### config.mk
export PLATFORM = sky130hd
export DESIGN_NAME = adc_y_emu
export DESIGN_NICKNAME = d
export VERILOG_FILES = /design/src/rtl/adc_y_emu_pkg.sv /design/src/rtl/adc_y_emu_sync_fifo.sv /design/src/rtl/adc_y_emu.sv
export SDC_FILE = /design/constraint.sdc
export NUM_CORES = 1
export LEC_CHECK = 0
export ABC_CLOCK_PERIOD_IN_PS = 5000
export BUFFER_PORTS_ARGS = -buffer_cell sky130_fd_sc_hd__buf_2
export CORE_MARGIN = 4
export CORE_UTILIZATION = 55
export DETAILED_ROUTE_END_ITERATION = 12
export PLACE_DENSITY = 0.8
export SLEW_MARGIN = 20
export SYNTH_ARGS = -nofsm -noshare
export SYNTH_HDL_FRONTEND = slang
export SYNTH_HIERARCHICAL = 1
export SYNTH_SLANG_ARGS = --single-unit
### constraint.sdc
create_clock -name clk -period 5 [get_ports clk]
set_input_delay 0.75 -clock clk [delete_from_list [all_inputs] [get_ports clk]]
set_output_delay 0.75 -clock clk [all_outputs]
set_load 0.05 [all_outputs]
### src/rtl/adc_y_emu_pkg.sv
// Shared types for the ADC emulator: how each output update slot is sourced.
package adc_y_emu_pkg;

  typedef enum logic [1:0] {
    SRC_HOLD,
    SRC_RAMP,
    SRC_FIFO,
    SRC_UNDER
  } upd_src_e;

  // Buffer emptiness is the registered state, so a push landing on the
  // update edge is only seen in the next period.
  function automatic upd_src_e pick_src(logic upd, logic pat, logic empty);
    if (!upd)  return SRC_HOLD;
    if (pat)   return SRC_RAMP;
    if (empty) return SRC_UNDER;
    return SRC_FIFO;
  endfunction

endpackage

### src/rtl/adc_y_emu_sync_fifo.sv
// Single-clock sample buffer with registered occupancy; full blocks pushes.
module sync_fifo #(
  parameter int DATA_BITS = 10,
  parameter int DEPTH     = 8
) (
  input  logic                 clk,
  input  logic                 reset,
  input  logic                 push,
  input  logic [DATA_BITS-1:0] wr_data,
  input  logic                 pop,
  output logic [DATA_BITS-1:0] rd_data,
  output logic                 full,
  output logic                 empty
);
  localparam int PW = $clog2(DEPTH);
  localparam logic [PW:0] FULL_CNT = (PW+1)'(DEPTH);

  logic [PW-1:0]        wr_ptr_q, wr_ptr_d, rd_ptr_q, rd_ptr_d;
  logic [PW:0]          count_q, count_d;
  logic [DATA_BITS-1:0] mem_q [DEPTH];
  logic                 do_push, do_pop;

  assign full    = (count_q == FULL_CNT);
  assign empty   = (count_q == '0);
  assign rd_data = mem_q[rd_ptr_q];

  always_comb begin
    do_push  = push && !full;
    do_pop   = pop && !empty;
    wr_ptr_d = wr_ptr_q + PW'(do_push);
    rd_ptr_d = rd_ptr_q + PW'(do_pop);
    count_d  = count_q;
    case ({do_push, do_pop})
      2'b10:   count_d = count_q + (PW+1)'(1);
      2'b01:   count_d = count_q - (PW+1)'(1);
      default: count_d = count_q;
    endcase
  end

  always_ff @(posedge clk or posedge reset) begin
    if (reset) begin
      wr_ptr_q <= '0;
      rd_ptr_q <= '0;
      count_q  <= '0;
    end else begin
      wr_ptr_q <= wr_ptr_d;
      rd_ptr_q <= rd_ptr_d;
      count_q  <= count_d;
    end
  end

  // Storage needs no reset: contents are only read while count is non-zero.
  always_ff @(posedge clk) begin
    if (do_push) mem_q[wr_ptr_q] <= wr_data;
  end

endmodule

### src/rtl/adc_y_emu.sv
// Emulated parallel ADC: divided sample clock plus data bus fed from a ramp
// generator or a buffered upstream sample stream.
module adc_y_emu
  import adc_y_emu_pkg::*;
#(
  parameter int DATA_BITS  = 10,
  parameter int CLK_DIV    = 4,
  parameter int FIFO_DEPTH = 8
) (
  input  logic                 clk,
  input  logic                 reset,
  input  logic                 s_valid,
  output logic                 s_ready,
  input  logic [DATA_BITS-1:0] s_data,
  input  logic                 pattern_en,
  output logic                 adc_clk,
  output logic [DATA_BITS-1:0] y_data_bus,
  output logic                 underflow
);
  localparam int HALF = CLK_DIV / 2;
  localparam int CW   = (CLK_DIV > 2) ? $clog2(CLK_DIV) : 1;
  localparam logic [CW-1:0] CNT_LAST = CW'(CLK_DIV - 1);
  localparam logic [CW-1:0] CNT_FALL = CW'(HALF - 1);

  logic [CW-1:0]        cnt_q, cnt_d;
  logic                 adc_clk_q, adc_clk_d;
  logic [DATA_BITS-1:0] y_q, y_d;
  logic [DATA_BITS-1:0] ramp_q, ramp_d;
  logic                 uf_q, uf_d;
  logic                 fifo_full, fifo_empty, fifo_pop;
  logic [DATA_BITS-1:0] fifo_rd;
  upd_src_e             src;

  sync_fifo #(.DATA_BITS(DATA_BITS), .DEPTH(FIFO_DEPTH)) u_fifo (
    .clk     (clk),
    .reset   (reset),
    .push    (s_valid),
    .wr_data (s_data),
    .pop     (fifo_pop),
    .rd_data (fifo_rd),
    .full    (fifo_full),
    .empty   (fifo_empty)
  );

  assign s_ready    = !fifo_full;
  assign adc_clk    = adc_clk_q;
  assign y_data_bus = y_q;
  assign underflow  = uf_q;

  // The falling-edge slot is the only point where the bus and ramp move.
  always_comb begin
    src       = pick_src(cnt_q == CNT_FALL, pattern_en, fifo_empty);
    cnt_d     = (cnt_q == CNT_LAST) ? '0 : cnt_q + CW'(1);
    adc_clk_d = adc_clk_q;
    if (cnt_q == CNT_LAST)      adc_clk_d = 1'b1;
    else if (cnt_q == CNT_FALL) adc_clk_d = 1'b0;
    y_d      = y_q;
    ramp_d   = ramp_q;
    uf_d     = 1'b0;
    fifo_pop = 1'b0;
    case (src)
      SRC_RAMP: begin
        y_d    = ramp_q;
        ramp_d = ramp_q + DATA_BITS'(1);
      end
      SRC_FIFO: begin
        y_d      = fifo_rd;
        fifo_pop = 1'b1;
      end
      SRC_UNDER: uf_d = 1'b1;
      default:   ;
    endcase
  end

  always_ff @(posedge clk or posedge reset) begin
    if (reset) begin
      cnt_q     <= '0;
      adc_clk_q <= 1'b0;
      y_q       <= '0;
      ramp_q    <= '0;
      uf_q      <= 1'b0;
    end else begin
      cnt_q     <= cnt_d;
      adc_clk_q <= adc_clk_d;
      y_q       <= y_d;
      ramp_q    <= ramp_d;
      uf_q      <= uf_d;
    end
  end

endmodule
# After elaboration in Yosys (flattened, before gate mapping)
# Memory sizes are Yosys's and may differ from the RTL's.
# Index checks and enable logic that the tools add are counted.
word_totals:
  ram_bits: 80
  out_inout_bits: 13
  ff_bits: 34
  word_cells: 51
  mem_count: 1
classes:
  addsub: 6
  eq_ne: 8
  reduce_logical: 8
  muxes: 20
memory_table:
  columns: ["memory", "depth", "word_bits", "read_ports", "rd_clocked_by_memory_dff", "wr", "line", "source"]
  rows:
  - ["u_fifo.mem_q", 8, 10, 1, 0, 1, "adc_y_emu_sync_fifo.sv:20", "logic [DATA_BITS-1:0] mem_q [DEPTH];"]
ops:
  columns: ["operator", "n"]
  rows:
  - ["$pmux 10 s2", 1]
  - ["$mux 2", 7]
  - ["$mux 1", 11]
  - ["$add 10x1->10 const B", 1]
  - ["$eq 2x2->1 const B", 4]
  - ["$pmux 4 s2", 1]
  - ["$add 3x1->3", 2]
  - ["$eq 2x1->1 const B", 3]
  - ["$reduce_bool 2->1", 3]
  - ["$add 4x1->4 const B", 1]
  - ["$eq 4x4->1 const B", 1]
  - ["$logic_not 4->1", 1]
  - ["$sub 4x1->4 const B", 1]
  - ["$add 2x1->2 const B", 1]
  - ["$logic_and 1x1->1", 2]
  - ["$logic_not 1->1", 2]

# Longest topological paths before layout
# Gate-level depths: netlist of the first run.
logic_depth:
  ltp_word: 12
  ltp_mapped: 12
  depth_no_buf: 12

# Hierarchy
# Netlist of the first run, hierarchy kept.
by_module_without_submodules:
  columns: ["mod", "cells_each", "seq_area_each_um2", "instances", "area_each_um2"]
  rows:
  - ["sync_fifo", 175, 2652.5, 1, 3683.5]
  - ["adc_y_emu", 100, 600.6, 1, 1114.8]

# Least setup slack after synthesis of the first run
# No wires, ideal clock.
synth_timing:
  kind: "input -> register"
  start: "input port pattern_en"
  end: "register u_fifo.count_q[3]"
  path_stages: 7
  t_required_ps: 4867
  arrival_time_ps: 2507
  n_path_buf: 0
  setup_slack_ps: 2359
  cell_sequence: "o21ai_0 ha_1 nor2b_1 ha_1 or3b_4 a2111oi_4 o221ai_2"
synth_between:
  elab_chain_cells: 10
synth_lines:
  columns: ["item", "line", "source"]
  rows:
  - ["start, declared", "adc_y_emu.sv:15", "input logic pattern_en,"]
  - ["$mux 2", "adc_y_emu_pkg.sv:15", "if (pat) return SRC_RAMP;"]
  - ["$mux 2", "adc_y_emu_pkg.sv:16", "if (empty) return SRC_UNDER;"]
  - ["$mux 2", "adc_y_emu_pkg.sv:17", "return SRC_FIFO;"]
  - ["$mux 2 *", "adc_y_emu_pkg.sv:16", null]
  - ["$mux 2 *", "adc_y_emu_pkg.sv:15", null]
  - ["$eq 2x2->1 *", "adc_y_emu.sv:61", "case (src)"]
  - ["$mux 1 *", "adc_y_emu.sv:61", null]
  - ["via fifo_pop", "adc_y_emu.sv:30", "logic fifo_full, fifo_empty, fifo_pop;"]
  - ["$logic_and 1x1->1 *", "adc_y_emu_sync_fifo.sv:29", "do_pop = pop && !empty;"]
  - ["$eq 2x1->1 or $eq 2x2->1 (tied branches)", "adc_y_emu_sync_fifo.sv:33", "case ({do_push, do_pop})"]
  - ["$pmux 4 s2 or $reduce_bool 2->1 (tied branches)", null, null]
  - ["end signal, assigned", "adc_y_emu_sync_fifo.sv:48", "count_q <= count_d;"]
  - ["end, declared", "adc_y_emu_sync_fifo.sv:19", "logic [PW:0] count_q, count_d;"]
# Mark *: on every way through the listed nets, which the timed path passes. The rest lies on a longest branch. The select of a mux whose other input is x is not followed.
# A chain may end at the register's enable or synchronous reset.

# Worst setup path in the final report of the first run
layout_timing:
  start: "register u_fifo.count_q[1]"
  end: "register u_fifo.count_q[3]"
layout_between:
  elab_chain_cells: 12
layout_lines:
  columns: ["item", "line", "source"]
  rows:
  - ["$logic_not 4->1 *", "adc_y_emu_sync_fifo.sv:24", "assign empty = (count_q == '0);"]
  - ["via fifo_empty", "adc_y_emu.sv:30", null]
  - ["$mux 1 (2 in a row)", "adc_y_emu_pkg.sv:16", null]
  - ["$mux 1", "adc_y_emu_pkg.sv:15", null]
  - ["$mux 2 *", "adc_y_emu_pkg.sv:17", null]
  - ["$mux 2 *", "adc_y_emu_pkg.sv:16", null]
  - ["$mux 2 *", "adc_y_emu_pkg.sv:15", null]
  - ["$eq 2x2->1 *", "adc_y_emu.sv:61", null]
  - ["$mux 1 *", "adc_y_emu.sv:61", null]
  - ["via fifo_pop", "adc_y_emu.sv:30", null]
  - ["$logic_and 1x1->1 *", "adc_y_emu_sync_fifo.sv:29", null]
  - ["$eq 2x1->1 or $eq 2x2->1 (tied branches)", "adc_y_emu_sync_fifo.sv:33", null]
  - ["$pmux 4 s2 or $reduce_bool 2->1 (tied branches)", null, null]
# Marked as above.

==> out/qor.csv, run 1 <==
metric;value;unit
CTS Hold Buffers Added;0;
fill count;577;
status;completed;
Die Y;101;um
Synth top area share;50.1;%
Synth area leader;edfxtp_1;
Post-synth EDFFs;80;
gpl congestion;0.873;
critical path peak fanout;8;
crit path time final;3.01;ns
slowest CP cell;or4b_1;
Buf/Inv on CP;0;
CTS max path bufs;2;
Most common cell on crit path;ha_1;
Hold Slack;0.231;ns
HPWL Detailed;5180;um
final setup fails;0;
commonest non-fill, non-tap cell in the layout;edfxtp_1;
clock skew;0.00812;ns
Slew Viols, Final;0;
gr usage total;18.0;%
Worst Setup Slack, final;1.99;ns
min-delay worst type;primary input to asynchronous set/reset pin;
GRT Residual Overflow;0;
die area;10300;um^2
leakage;2.16;nW
Worst Path Required;5.43;ns
Ports;27;
PostCTS Resize Cnt;0;
CTS clk-pin slew, worst paths;0.06;ns
slowest stage delay, CP;0.55;ns
Final Hold Vio Count;0;
# H-tree levels;4;
WP data arrival;3.44;ns
Slew HR;22.9;%
Mapped Avg Cell Area;17.4;um^2
post-DR wirelength/cell;19.2;um
total wire length;8240;um
Worst setup EP type;flop;
total core area;8340;um^2
vias per cell;5.66;
Synth Instances;275;
yosys warns;6;
startpoint types;flop;
Clock Root Buffer;clkbuf_8;
Area Overhead vs Synth;16.3;%
Finished Cell Area;5580;um^2
Placement Cell Area;5020;um^2
Std-Cell Rows;33;
CP top delay family;simple AND/OR/NAND/NOR gates;
Clock Latency Late Sink;0.51;ns
Final TNS setup;0;ns
Initial DRC Count;160;
detailed-route DRC error count;0;
DIE WIDTH;101;um
Seq cells post-synth;114;
library cells used by synthesis;34;
pre-CTS setup slack;1.87;ns
Worst Max-Slew Pin Slew;1.15;ns
CP cell instances;nor4_1 -> o21ai_0 -> ha_1 -> nor2b_1 -> ha_1 -> or4b_1 -> a21o_1 -> o221ai_2;
Final nets;340;
RSZ-0062 raised after global routing;no;
number of global-route vias before repair;2547;
post-route ant nets;0;
period utilisation layout;60.2;%
Peak VDD IR;0.335;mV
total CTS buffers;17;
Max Fclk;0.332;GHz
synth top area cells;edfxtp_1 (50%), dfrtp_1 (18%), mux4_1 (6.0%), mux4_2 (4.2%), ha_1 (3.7%);
first-pass GRT wire length;13400;um
syn_nets;303;
# diodes;0;
largest net degree at the start of global routing;25;
buffer count from post-CTS setup fixing;0;
DRT Pass-1 Iters;4;
PortBufs;26;
Pwr Density;591;nW/um^2
initial antenna violation count;0;
CTS tree;built;
clock sink count;114;
synthesized area;4800;um^2
Vias;2432;
Primary FF master, synth;edfxtp_1;
Setup CP Type;flop to flop;
max_cap viols;0;
layout cells sized above 1;26.5;%
commonest cells after routing, fill and taps aside;edfxtp_1 (80), dfrtp_1 (34), buf_2 (26), nand2_1 (18), clkbuf_16 (16);
Seq/Total Area, Yosys;67.8;%
Initial Util;57.5;%
fraction of registers with async set/reset;29.8;%
## path summary, 6_finish.rpt
path | start | endpoint | slack [ns] | cells past startpoint
min in group clk | cnt_q[0] | cnt_q[0] | 0.47 | 1
hold / removal | reset | u_fifo/count_q[2] | 0.23 | 2
hold reg to reg | cnt_q[0] | cnt_q[0] | 0.47 | 1
setup reg to reg | u_fifo/count_q[1] | u_fifo/count_q[3] | 1.99 | 8
max in group asynchronous | reset | ramp_q[8] | 3.99 | 2
setup / recovery | u_fifo/count_q[1] | u_fifo/count_q[3] | 1.99 | 8
## where the power goes
part	internal (mW)	total, mW	switching (mW)
Combinational	0.370	0.832	0.462
Sequential	1.21	1.36	0.153
Clock	0.705	1.11	0.403
Total	2.28	3.30	1.02
## cells in the mapped netlist (2+ instances only)
library cell  number
edfxtp_1          80
dfrtp_1           34
nand2_1           18
ha_1              14
inv_1             12
mux2_2            12
mux2i_1           11
mux4_1            11
nor2_1            11
o21ai_0           11
mux4_2             9
xor2_1             9
clkbuf_1           6
xnor2_1            5
nor3_1             4
buf_6              3
a21o_1             2
buf_2              2
nand2b_1           2
nand3b_1           2
nand4_1            2
nor2b_1            2
or4b_1             2
## through the flow
stage	power [mW]	cells	utilization [%]
after CTS	3.33	430	66.9
after global routing	3.47	430	66.9
after detailed placement	2.21	398	60.1
after floorplan	2.00	275	-
after global placement	2.17	398	60.1
final	3.30	430	66.9
## routing by layer
metal | track usage [%] | vias up | part of all wire (%)
met4 | 4.60 | 0 | 0.67
met3 | 6.40 | 8 | 3.1
met1 | 22.4 | 1247 | 44
met5 | 0 | - | 0
li1 | - | 1135 | -
met2 | 30.3 | 42 | 52
## final cells by class
class / instances / area, um^2 / area share [%]
clock inverters: 13 / 139 / 2.49
multi-input cells: 138 / 1440 / 25.8
inverters: 12 / 45.0 / 0.807
clock buffers: 19 / 422 / 7.55
flip-flops and latches: 114 / 3250 / 58.3
well taps: 105 / 131 / 2.35
repair buffers: 29 / 153 / 2.73
## registers in the layout, indices dropped and copies added, names as in the netlist, 2 cells and up
signal           cells
cnt_q                2
u_fifo/wr_ptr_q      3
u_fifo/count_q       4
u_fifo/mem_q        80
ramp_q              10
u_fifo/rd_ptr_q      3
y_data_bus          10
## logic make-up (layout without fill, tap and decap cells)
kind of cell / after synthesis / in the layout / synth area share, %
buffers and inverters: 23 / 73 / 2.32
multiplexers: 43 / 43 / 15.4
AND/OR/NAND/NOR: 49 / 49 / 5.53
AO/OA/AOI/OAI: 18 / 18 / 2.79
XOR/XNOR: 14 / 14 / 2.56
flip-flops: 114 / 114 / 67.8
adder cells (fa/ha/maj): 14 / 14 / 3.65
(Power assumes the default switching activity.)
==> inputs of run 2 (changes only) <==
ABC_CLOCK_PERIOD_IN_PS = 2600   (was 5000)
CORE_UTILIZATION = 54   (was 55)
PLACE_DENSITY = 0.82   (was 0.8)
clock period = 2.6 ns   (was 5 ns; I/O delays follow)
==> out/qor.csv, run 2 (synthesis results as in run 1) <==
metric;value;unit;change
RSZ-0062 raised after global routing;yes;;
period utilisation layout;95.6;%;+35 points
Clock Latency Late Sink;0.51;ns;about the same
number of global-route vias before repair;2644;;+3.8%
slowest stage delay, CP;0.61;ns;+0.06 ns
Max Fclk;0.402;GHz;+21%
total CTS buffers;17;;unchanged
Worst Max-Slew Pin Slew;1.13;ns;-0.0217 ns
buffer count from post-CTS setup fixing;0;;unchanged
total wire length;8570;um;+4.0%
startpoint types;flop;;
vias per cell;5.56;;-1.7%
Power Total;6.63;mW;+100%
min-delay worst type;primary input to flop;;
Buf/Inv on CP;0;;unchanged
leakage;2.26;nW;+4.5%
DRT Pass-1 Iters;4;;unchanged
CP top delay family;simple AND/OR/NAND/NOR gates;;
first-pass GRT wire length;13600;um;+1.5%
commonest cells after routing, fill and taps aside;edfxtp_1 (80), dfrtp_1 (34), buf_2 (26), nand2_1 (18);;
Initial DRC Count;144;;-10%
GRT Residual Overflow;0;;unchanged
initial antenna violation count;1;;+1
clock skew;0.00894;ns;+0.000818 ns
post-DR wirelength/cell;19.2;um;about the same
DIE WIDTH;102;um;+0.85%
die area;10500;um^2;+1.7%
Final Hold Vio Count;0;;unchanged
CTS max path bufs;2;;unchanged
Vias;2486;;+2.2%
Worst setup EP type;flop;;
pre-CTS setup slack;-0.0798;ns;-1.95 ns
crit path time final;2.49;ns;-0.525 ns
Final nets;354;;+4.1%
Reg with most FFs;u_fifo/mem_q;;
CTS tree;built;;
Std-Cell Rows;34;;+3.0%
status;completed;;
critical path peak fanout;6;;-2
CTS clk-pin slew, worst paths;0.06;ns;about the same
layout cells sized above 1;30.7;%;+4.2 points
final setup fails;0;;unchanged
Worst Setup Slack, final;0.114;ns;-1.87 ns
Die Y;102;um;+0.85%
gpl congestion;0.804;;-7.8%
detailed-route DRC error count;0;;unchanged
PortBufs;26;;unchanged
# diodes;0;;unchanged
total core area;8680;um^2;+4.1%
# H-tree levels;4;;unchanged
Peak VDD IR;0.615;mV;+84%
Worst Path Required;2.98;ns;-2.45 ns
largest net degree at the start of global routing;25;;unchanged
gr usage total;18.1;%;+0.094 points
CP cell instances;or4b_1 -> nand2_1 -> ha_2 -> or3b_4 -> a2111oi_4 -> o221ai_2;;
Ports;27;;unchanged
post-route ant nets;0;;unchanged
Initial Util;55.3;%;-2.2 points
Setup CP Type;flop to flop;;
Area Overhead vs Synth;19.9;%;
Pwr Density;1150;nW/um^2;+95%
clock sink count;114;;unchanged
Clock Root Buffer;clkbuf_8;;
slowest CP cell;or4b_1;;
commonest non-fill, non-tap cell in the layout;edfxtp_1;;
HPWL Detailed;5310;um;+2.4%
Slew Viols, Final;0;;unchanged
max_cap viols;0;;unchanged
Hold Slack;0.151;ns;-0.0804 ns
WP data arrival;2.87;ns;-0.57 ns
number of flip-flops in the largest register;80;;unchanged
Slew HR;24.4;%;+1.5 points
## run 2: worst reg2reg max path: cells and delay by family (launching register included)
family	cells	cell delay (ns)
DFF	1	0.42
and+or+nand+nor	3	1.21
AOI/OAI and AO/OA	2	0.46
adders and majority gates	1	0.26
## run 2: worst paths after layout
kind	cells after the start	slack (ns)	to	from
max	6	0.11	u_fifo/count_q[3]	u_fifo/count_q[0]
min	1	0.15	u_fifo/mem_q[4][9]	s_data[9]
max reg2reg	6	0.11	u_fifo/count_q[3]	u_fifo/count_q[0]
min reg2reg	1	0.47	cnt_q[0]	cnt_q[0]
max in group asynchronous	3	1.40	y_data_bus[5]	reset
min in group asynchronous	3	0.41	u_fifo/count_q[3]	reset
## run 2: stage by stage
stage	cells	util [%]	TNS (ns)	instance area, um^2
final	447	66.3	0	5750
after global routing	447	66.3	-0.0259	5750
after CTS	447	66.0	0	5730
after detailed placement	414	59.0	-0.0798	5120
after global placement	414	59.0	0	5120
after floorplan	275	-	0	4800
## run 2: final cells by class
class / instances / area (um^2)
inverter: 12 / 45.0
multi-input combinational: 138 / 1460
clock inverter: 14 / 180
sequential: 114 / 3250
tap: 108 / 135
clock buffer: 18 / 418
fill: 575 / 2930
timing repair buffer: 43 / 260
## run 2: timing repair
action	4_1_cts	5_1_grt
hold endpoints to repair	10	0
hold buffers	1	0
gates resized for setup	2	4
cloned	0	0
setup endpoints to repair	2	2
## run 2: power by group
group | switching [mW] | internal (mW) | total [mW]
Clock | 0.818 | 1.47 | 2.29
Sequential | 0.231 | 2.32 | 2.55
Combinational | 1.00 | 0.789 | 1.79
## run 2: per-layer routing
layer	routed length [um]	share of wire [%]	vias up	global-route usage [%]
met5	13	0.15	-	0
met4	64	0.75	2	4.24
met3	331	3.9	12	6.48
met2	4570	53	52	31.3
met1	3590	42	1257	21.9
li1	-	-	1163	-
